File: src/rtl/adder_pkg.sv
// Shared types and constants for the nibble-serial adder.
// Provides the FSM state encoding and the nibble width.
package adder_pkg;

    localparam int NIBBLE_W = 4;

    typedef enum logic [1:0] {
        IDLE = 2'd0,
        ADD  = 2'd1,
        DONE = 2'd2
    } state_e;

endpackage

File: src/rtl/nibble_serial_adder_ctrl_adder.sv
// fourBitAdder: 4-bit ripple datapath with carry in/out.
// Ports: a_i, b_i, ci_i -> s_o (4 bits), co_o.
module fourBitAdder
    import adder_pkg::*;
(
    input  logic [NIBBLE_W-1:0] a_i,
    input  logic [NIBBLE_W-1:0] b_i,
    input  logic                ci_i,
    output logic [NIBBLE_W-1:0] s_o,
    output logic                co_o
);

    assign {co_o, s_o} = {1'b0, a_i} + {1'b0, b_i}
                       + {{NIBBLE_W{1'b0}}, ci_i};

endmodule

File: src/rtl/nibble_serial_adder_ctrl.sv
// Nibble-serial adder: one nibble per cycle through one fourBitAdder.
// Ports: clk, rst_n, start, a, b, cin -> busy, done, sum, cout
// (+ ovf when SERIAL_ADDER_OVF_EN is defined).
module nibble_serial_adder_ctrl
    import adder_pkg::*;
#(
    parameter int NIBBLES = 4
) (
    input  logic                        clk,
    input  logic                        rst_n,
    input  logic                        start,
    input  logic [NIBBLE_W*NIBBLES-1:0] a,
    input  logic [NIBBLE_W*NIBBLES-1:0] b,
    input  logic                        cin,
    output logic                        busy,
    output logic                        done,
    output logic [NIBBLE_W*NIBBLES-1:0] sum,
    output logic                        cout
`ifdef SERIAL_ADDER_OVF_EN
    ,
    output logic                        ovf
`endif
);

    localparam int W  = NIBBLE_W * NIBBLES;
    localparam int IW = (NIBBLES > 1) ? $clog2(NIBBLES) : 1;
    localparam logic [IW-1:0] LAST = IW'(NIBBLES - 1);

    state_e        state_q, state_d;
    logic [IW-1:0] idx_q, idx_d;
    logic [W-1:0]  a_q, a_d, b_q, b_d, sum_q, sum_d;
    logic          carry_q, carry_d, cout_q, cout_d;
    logic [3:0]    na, nb, ns;
    logic          nco, accept, last;

    assign accept = (state_q != ADD) && start;
    assign last   = (idx_q == LAST);

    // State register
    always_ff @(posedge clk or negedge rst_n) begin
        if (!rst_n) state_q <= IDLE;
        else        state_q <= state_d;
    end

    // Next-state logic
    always_comb begin
        state_d = state_q;
        unique case (state_q)
            IDLE:    if (start) state_d = ADD;
            ADD:     if (last) state_d = DONE;
            DONE:    state_d = start ? ADD : IDLE;
            default: state_d = IDLE;
        endcase
    end

    // Output logic
    always_comb begin
        busy = (state_q == ADD);
        done = (state_q == DONE);
    end

    // Select the current nibble of each captured operand
    always_comb begin
        na = '0;
        nb = '0;
        for (int i = 0; i < NIBBLES; i++) begin
            if (idx_q == IW'(i)) begin
                na = a_q[i*NIBBLE_W +: NIBBLE_W];
                nb = b_q[i*NIBBLE_W +: NIBBLE_W];
            end
        end
    end

    fourBitAdder u_add (
        .a_i  (na),
        .b_i  (nb),
        .ci_i (carry_q),
        .s_o  (ns),
        .co_o (nco)
    );

    always_comb begin
        a_d     = a_q;
        b_d     = b_q;
        sum_d   = sum_q;
        carry_d = carry_q;
        cout_d  = cout_q;
        idx_d   = idx_q;
        if (accept) begin
            a_d     = a;
            b_d     = b;
            carry_d = cin;
            idx_d   = '0;
        end else if (state_q == ADD) begin
            for (int i = 0; i < NIBBLES; i++) begin
                if (idx_q == IW'(i)) sum_d[i*NIBBLE_W +: NIBBLE_W] = ns;
            end
            carry_d = nco;
            idx_d   = last ? '0 : idx_q + IW'(1);
            if (last) cout_d = nco;
        end
    end

    always_ff @(posedge clk or negedge rst_n) begin
        if (!rst_n) begin
            a_q     <= '0;
            b_q     <= '0;
            sum_q   <= '0;
            carry_q <= 1'b0;
            cout_q  <= 1'b0;
            idx_q   <= '0;
        end else begin
            a_q     <= a_d;
            b_q     <= b_d;
            sum_q   <= sum_d;
            carry_q <= carry_d;
            cout_q  <= cout_d;
            idx_q   <= idx_d;
        end
    end

    assign sum  = sum_q;
    assign cout = cout_q;

`ifdef SERIAL_ADDER_OVF_EN
    logic ovf_q, ovf_d;

    // Carry into the MSB is recovered from the top nibble's bit 3:
    // s3 = a3 ^ b3 ^ c3, so c3 = a3 ^ b3 ^ s3.
    always_comb begin
        ovf_d = ovf_q;
        if (state_q == ADD && last && !accept) begin
            ovf_d = (a_q[W-1] ^ b_q[W-1] ^ ns[3]) ^ nco;
        end
    end

    always_ff @(posedge clk or negedge rst_n) begin
        if (!rst_n) ovf_q <= 1'b0;
        else        ovf_q <= ovf_d;
    end

    assign ovf = ovf_q;
`endif

endmodule

File: config.mk
export PLATFORM = sky130hd
export DESIGN_NAME = nibble_serial_adder_ctrl
export DESIGN_NICKNAME = d
export VERILOG_FILES = /design/src/rtl/adder_pkg.sv /design/src/rtl/nibble_serial_adder_ctrl_adder.sv /design/src/rtl/nibble_serial_adder_ctrl.sv
export SDC_FILE = /design/constraint.sdc
export NUM_CORES = 1
export LEC_CHECK = 0
export BUFFER_PORTS_ARGS = -buffer_cell sky130_fd_sc_hd__buf_4
export CORE_MARGIN = 2
export CORE_UTILIZATION = 58
export DETAILED_ROUTE_END_ITERATION = 10
export PLACE_DENSITY_LB_ADDON = 0.2
export SYNTH_ARGS = -nofsm -noshare
export SYNTH_HDL_FRONTEND = slang
export SYNTH_SLANG_ARGS = --single-unit
File: constraint.sdc
create_clock -name clk -period 6.2 [get_ports clk]
set_input_delay 1.24 -clock clk [delete_from_list [all_inputs] [get_ports clk]]
set_output_delay 1.24 -clock clk [all_outputs]
set_load 0.005 [all_outputs]
==> results of run 1 <==
-- cells in the final DEF, fill, tap and decap left out, types with 2 or more instances in the layout --
cell type	Yosys	final
a22oi_1	2	2
dfrtp_1	54	54
fa_1	2	2
nand3b_1	4	4
a21oi_1	9	9
buf_4	0	54
nor2b_1	6	6
a22o_1	2	2
a221o_1	3	3
o211ai_1	3	3
a221oi_1	4	4
a211o_1	3	3
inv_1	11	11
mux2_2	5	5
o21ai_0	11	11
o31ai_1	6	6
clkbuf_8	0	5
nand2_1	24	24
ha_1	7	7
mux2_4	30	30
nand3_1	4	4
-- metal layers --
metal  global-route usage, %  vias to the layer above  wire length [um]
met5                       0                        -                 0
met3                    4.92                        6               240
met4                    5.66                        0                61
li1                        -                      847                 -
met1                    30.0                      857              2280
met2                    35.0                       43              2410
-- logic make-up (layout without fill, tap and decap cells) --
family,after synthesis,after routing
buffers and inverters,21,73
multiplexers,35,35
flip-flops,54,54
adder cells (fa/ha/maj),9,9
AO/OA/AOI/OAI,46,46
XOR/XNOR,1,1
AND/OR/NAND/NOR,43,43
-- worst reg2reg max path: cells and delay by family (launching register included) --
family / cells / cell delay [ns]
AO/OA/AOI/OAI: 5 / 1.09
adder cells (fa/ha/maj): 3 / 1.05
buffers and inverters: 2 / 0.15
flip-flops: 1 / 0.41
AND/OR/NAND/NOR: 1 / 0.22
-- cell type report --
type                            count  area (um2)
Sequential cell                    54        1350
Fill cell                         332        1220
Multi-Input combinational cell    134        1190
Timing Repair Buffer               54         405
Clock buffer                        6        72.6
Tap cell                           52        65.1
Inverter                           11        41.3
Clock inverter                      2        37.5
-- cell usage after synthesis, drive strengths merged --
master  instances
dfrtp          54
mux2           35
nand2          25
inv            11
o21ai          11
a21oi           9
ha              7
buf             6
nor2b           6
o31ai           6
nand3b          5
a221oi          4
clkbuf          4
nand3           4
a211o           3
a221o           3
o211ai          3
a22o            2
a22oi           2
fa              2
a21o            1
and4            1
nand2b          1
nor2            1
o211a           1
o22ai           1
xnor2           1
-- power by group through the flow --
stage | combinational, mW | clock [mW] | sequential [mW]
after floorplan | 0.752 | 0 | 0.616
after global placement | 0.972 | 0 | 0.655
after detailed placement | 1.00 | 0 | 0.659
after CTS | 1.01 | 0.237 | 0.653
after global routing | 1.11 | 0.249 | 0.674
final | 1.00 | 0.234 | 0.652
-- per-stage QoR --
step | total power [mW] | hold WS [ns] | setup WS, ns
after detailed placement | 1.66 | 0.472 | 3.18
after floorplan | 1.37 | 0.469 | 3.65
after global routing | 2.04 | 0.526 | 2.90
after global placement | 1.63 | 0.463 | 3.30
final | 1.89 | 0.484 | 3.15
after CTS | 1.90 | 0.492 | 3.15
-- flip-flops by register name (all words and copies together) (netlist names) --
signal and count:
state_q 2, sum 16, b_q 16, a_q 16, cout 1, carry_q 1
idx_q 2
-- path summary, 6_finish.rpt --
path                       startpoint        to  slack (ns)  cells after the start
max in group asynchronous       rst_n    a_q[2]        4.81                      1
min                            sum[4]    sum[4]        0.48                      2
max                          idx_q[1]   carry_q        3.15                     11
min in group asynchronous       rst_n  idx_q[0]        0.97                      1
min reg2reg                    sum[4]    sum[4]        0.48                      2
max reg2reg                  idx_q[1]   carry_q        3.15                     11
==> impl_metrics.env, run 1 <==
export IMPL_outcome="finished clean"
export IMPL_cts_root_buf="clkbuf_8"
export IMPL_yosysWarningCount=0
export IMPL_post_route_util_pct=72.2
export IMPL_cts_hold_buf=0
export IMPL_grt_use_total_pct=21.7
export IMPL_syn_cell_area_um2=2650
export IMPL_htreeDepth=2
export IMPL_synthAdderAreaFrac_pct=4.82
export IMPL_vias=1753
export IMPL_synthDistinctLibCells=31
export IMPL_fin_area_um2=3170
export IMPL_dieArea_um2=5130
export IMPL_stdcell_count=313
export IMPL_synth_largest_area_cell="dfrtp_1"
export IMPL_wl_per_cell_um=16.0
export IMPL_num_rows=24
export IMPL_placed_cells=305
export IMPL_leakage_nw=1.60
export IMPL_core_um2=4380
export IMPL_viasPerCell=5.60
export IMPL_fin_worst_skew_ns=0.00559
export IMPL_synth_top_family_by_area="multiplexers"
export IMPL_place_gp_congestion=0.785
export IMPL_overflow=0
export IMPL_yosys_top_cells_area="dfrtp_1, mux2_4, nand2_1"
export IMPL_synth_compound_area_share_pct=11.9
export IMPL_p_sw_uw=720
export IMPL_hold_class="flop to flop"
export IMPL_hold_viol=0
export IMPL_post_cts_setup_buffer_count=0
export IMPL_period_share_pct=49.2
export IMPL_avgSynthCellArea_um2=12.7
export IMPL_die_w_um=71.6
export IMPL_crit_path_end_kind="flop"
export IMPL_cap_viol_max_count=0
export IMPL_synth_seq_cells=54
export IMPL_max_stage_delay_ns=0.43
export IMPL_synthToLayoutAreaGrowth_pct=19.5
export IMPL_required_ns=6.39
export IMPL_power_frac_comb_pct=53.1
export IMPL_p_clk_share_pct=12.4
export IMPL_worstPathCellList="inv_1 > ha_1 > nor2b_1 > a221o_1 > a22oi_1 > fa_1 > inv_1 > fa_1 > a21o_1 > a21oi_1 > a21oi_1"
export IMPL_insertion_delay_ns=0.31
export IMPL_rsz0062_at_grt="false"
export IMPL_grt_pass1_wl_um=8540
export IMPL_cp_slowest_cell="ha_1"
export IMPL_port_buffers=54
export IMPL_drive_gt1_share_pct=37.9
export IMPL_synth_top_area_share_pct=51.0
export IMPL_crit_arrival_ns=3.24
export IMPL_setup_viol=0
export IMPL_drt_wl_total_um=4990
export IMPL_drc=0
export IMPL_maxSlewViolCount=0
export IMPL_placed_cell_area_um2=3060
export IMPL_timing_critical_path_buf_inv=2
export IMPL_irDropWorstVdd_uv=309
export IMPL_relSlewSlack_pct=52.6
export IMPL_start_util_pct=60.4
export IMPL_synth_xor_area_share_pct=0.331
export IMPL_p_per_area_nw_per_um2=596
export IMPL_drtPass1Iterations=4
export IMPL_seq_area_frac_synth_pct=51.0
export IMPL_io_pins=55
export IMPL_die_h_um=71.6
export IMPL_diodes=0
export IMPL_p_sw_share_pct=38.2
export IMPL_critPathKind="flop to flop"
export IMPL_synthMuxAreaShare_pct=19.1
export IMPL_path_max_fanout=13
export IMPL_synthCells=209
export IMPL_fin_nets=305
export IMPL_post_route_min_period_ns=3.05
export IMPL_path_clk_slew_ns=0.10
export IMPL_grt_pass1_vias=1719
export IMPL_setup_tns_final_ns=0
export IMPL_cts_buffers=5
export IMPL_synthSimpleGateAreaFrac_pct=8.88
export IMPL_pwr_share_seq_pct=34.5
export IMPL_tritoncts="built"
export IMPL_final_antenna_net_count=0
export IMPL_cts_sinks=54
export IMPL_worst_slew_pin_slew_ns=0.711
export IMPL_path_delay_family="compound AO/OA/AOI/OAI gates"
export IMPL_cp_start_kind="flop"
export IMPL_cts_buffer_depth=2
export IMPL_fmax_mhz=328
export IMPL_grt_max_degree=55
export IMPL_drtIter0Drc=129
export IMPL_grt_antenna_before_repair=0
export IMPL_cts_resized=0
export IMPL_hpwl_um=3710
export IMPL_syn_nets=254
export IMPL_intPower_mw=1.17
Power figures use the tool's default switching activity.
==> run 2, diff against run 1 <==
- CORE_UTILIZATION: 58 -> 49
- clock period: 6.2 -> 2.6 ns (I/O delays scaled with it)
==> impl_metrics.env, run 2 (synthesis gave the netlist of run 1 again) <==
export IMPL_outcome="finished clean"
export IMPL_hold_class="primary input to asynchronous set/reset pin"
export IMPL_viasPerCell=5.35
export IMPL_hold_viol=0
export IMPL_setup_viol=0
export IMPL_place_gp_congestion=0.802
export IMPL_cts_buffer_depth=2
export IMPL_hpwl_um=3970
export IMPL_cts_buffers=5
export IMPL_period_share_pct=98.0
export IMPL_crit_arrival_ns=2.75
export IMPL_path_max_fanout=8
export IMPL_drtIter0Drc=104
export IMPL_grt_use_total_pct=18.8
export IMPL_port_buffers=54
export IMPL_synthToLayoutAreaGrowth_pct=31.3
export IMPL_cp_start_kind="flop"
export IMPL_diodes=0
export IMPL_maxSlewViolCount=0
export IMPL_core_um2=5170
export IMPL_worstPathCellList="buf_6 > ha_4 > buf_8 > buf_4 > a221oi_1 > o31ai_1 > buf_4 > ha_1 > nand3b_1 > and4_1 > a221o_1"
export IMPL_pre_cts_ws_ns=-0.0423
export IMPL_use_met3_pct=3.37
export IMPL_cap_viol_max_count=0
export IMPL_tritoncts="built"
export IMPL_fin_nets=332
export IMPL_drtPass1Iterations=4
export IMPL_fmax_mhz=392
export IMPL_leakage_nw=1.74
export IMPL_grt_antenna_before_repair=0
export IMPL_grt_pass1_wl_um=8960
export IMPL_num_rows=26
export IMPL_crit_path_end_kind="flop"
export IMPL_mostFrequentLayoutCells="buf_4, dfrtp_1, mux2_4"
export IMPL_nFillCells=403
export IMPL_final_antenna_net_count=0
export IMPL_fin_worst_skew_ns=0.00488
export IMPL_grt_pass1_vias=1857
export IMPL_grt_max_degree=55
export IMPL_worst_slew_pin_slew_ns=0.656
export IMPL_setup_tns_final_ns=0
export IMPL_relSlewSlack_pct=56.3
export IMPL_cts_root_buf="clkbuf_8"
export IMPL_stdcell_count=358
export IMPL_dieArea_um2=6010
export IMPL_post_route_min_period_ns=2.55
export IMPL_p_per_area_nw_per_um2=1480
export IMPL_wl_per_cell_um=15.7
export IMPL_placed_cells=339
export IMPL_final_common_cell="buf_4"
export IMPL_required_ns=2.80
export IMPL_die_w_um=77.5
export IMPL_die_h_um=77.5
export IMPL_grt_use_met2_pct=30.9
export IMPL_start_util_pct=51.2
export IMPL_cts_hold_buf=0
export IMPL_crit_top_cell="buf_4"
export IMPL_drc=0
export IMPL_worst_hold_slack_ns=0.240
export IMPL_max_stage_delay_ns=0.41
export IMPL_drt_wl_total_um=5630
export IMPL_cts_sinks=54
export IMPL_critPathKind="flop to flop"
export IMPL_io_pins=55
export IMPL_met1_usage_pct=25.4
export IMPL_htreeDepth=2
export IMPL_cp_slowest_cell="dfrtp_1"
export IMPL_insertion_delay_ns=0.30
export IMPL_path_clk_slew_ns=0.10
export IMPL_finalWorstSetupSlack_ns=0.0508
export IMPL_drive_gt1_share_pct=50.7
export IMPL_rr_startpoint="idx_q[0]"
export IMPL_vias=1916
export IMPL_cp_startpoint="idx_q[0]"
export IMPL_overflow=0
export IMPL_rsz0062_at_grt="true"
export IMPL_irDropWorstVdd_uv=698
export IMPL_top_usage_layer="met2"
[run 2: cell type report]
type                            count  area (um2)  share of cell area (%)
Multi-Input combinational cell    134        1290                    37.1
Tap cell                           70        87.6                    2.52
Sequential cell                    54        1350                    38.8
Inverter                           11        41.3                    1.19
Clock inverter                      3        21.3                   0.612
Clock buffer                        5        68.8                    1.98
Timing Repair Buffer               81         619                    17.8
[run 2: what timing repair did]
action	in CTS	in global routing
resized for setup	8	18
hold endpoints to repair	0	0
cloned	0	0
setup buffers	2	10
setup endpoints to repair	10	12
pin swaps	1	11
[run 2: power breakdown]
group / total, mW / internal (mW) / switching [mW] / leakage (nW)
logic: 3.10 / 1.72 / 1.38 / 1.05
clock network: 0.462 / 0.190 / 0.273 / 0.0441
registers: 1.58 / 1.27 / 0.306 / 0.650
[run 2: through the flow]
stage / power, mW / instance area, um2 / utilization, %
floorplan: 3.26 / 2650 / -
global placement: 4.18 / 3200 / 61.9
detailed placement: 4.24 / 3200 / 61.9
CTS: 4.88 / 3340 / 64.5
global route: 5.52 / 3480 / 67.2
finish: 5.14 / 3480 / 67.2
[run 2: worst max-delay path: cells and delay by family, from the launching register on]
kind                     cells  cell delay, ns
buffers and inverters        4            0.54
adder cells (fa/ha/maj)      2            0.43
flip-flops                   1            0.41
AO/OA/AOI/OAI                3            0.64
AND/OR/NAND/NOR              2            0.41
[run 2: routing by layer]
metal	vias up	wire [um]
met1	949	2500
li1	902	-
met3	7	257
met4	0	57
met2	58	2810
met5	-	0
[run 2: path summary, 6_finish.rpt]
check / to / slack, ns / depth (start not counted)
worst max-delay path: sum[15] / 0.05 / 11
worst min-delay path: sum[8] / 0.24 / 1
worst max register to register: sum[15] / 0.05 / 11
worst min register to register: sum[0] / 0.49 / 2
max in group asynchronous: a_q[7] / 1.93 / 1
min in group clk: a_q[6] / 0.44 / 2
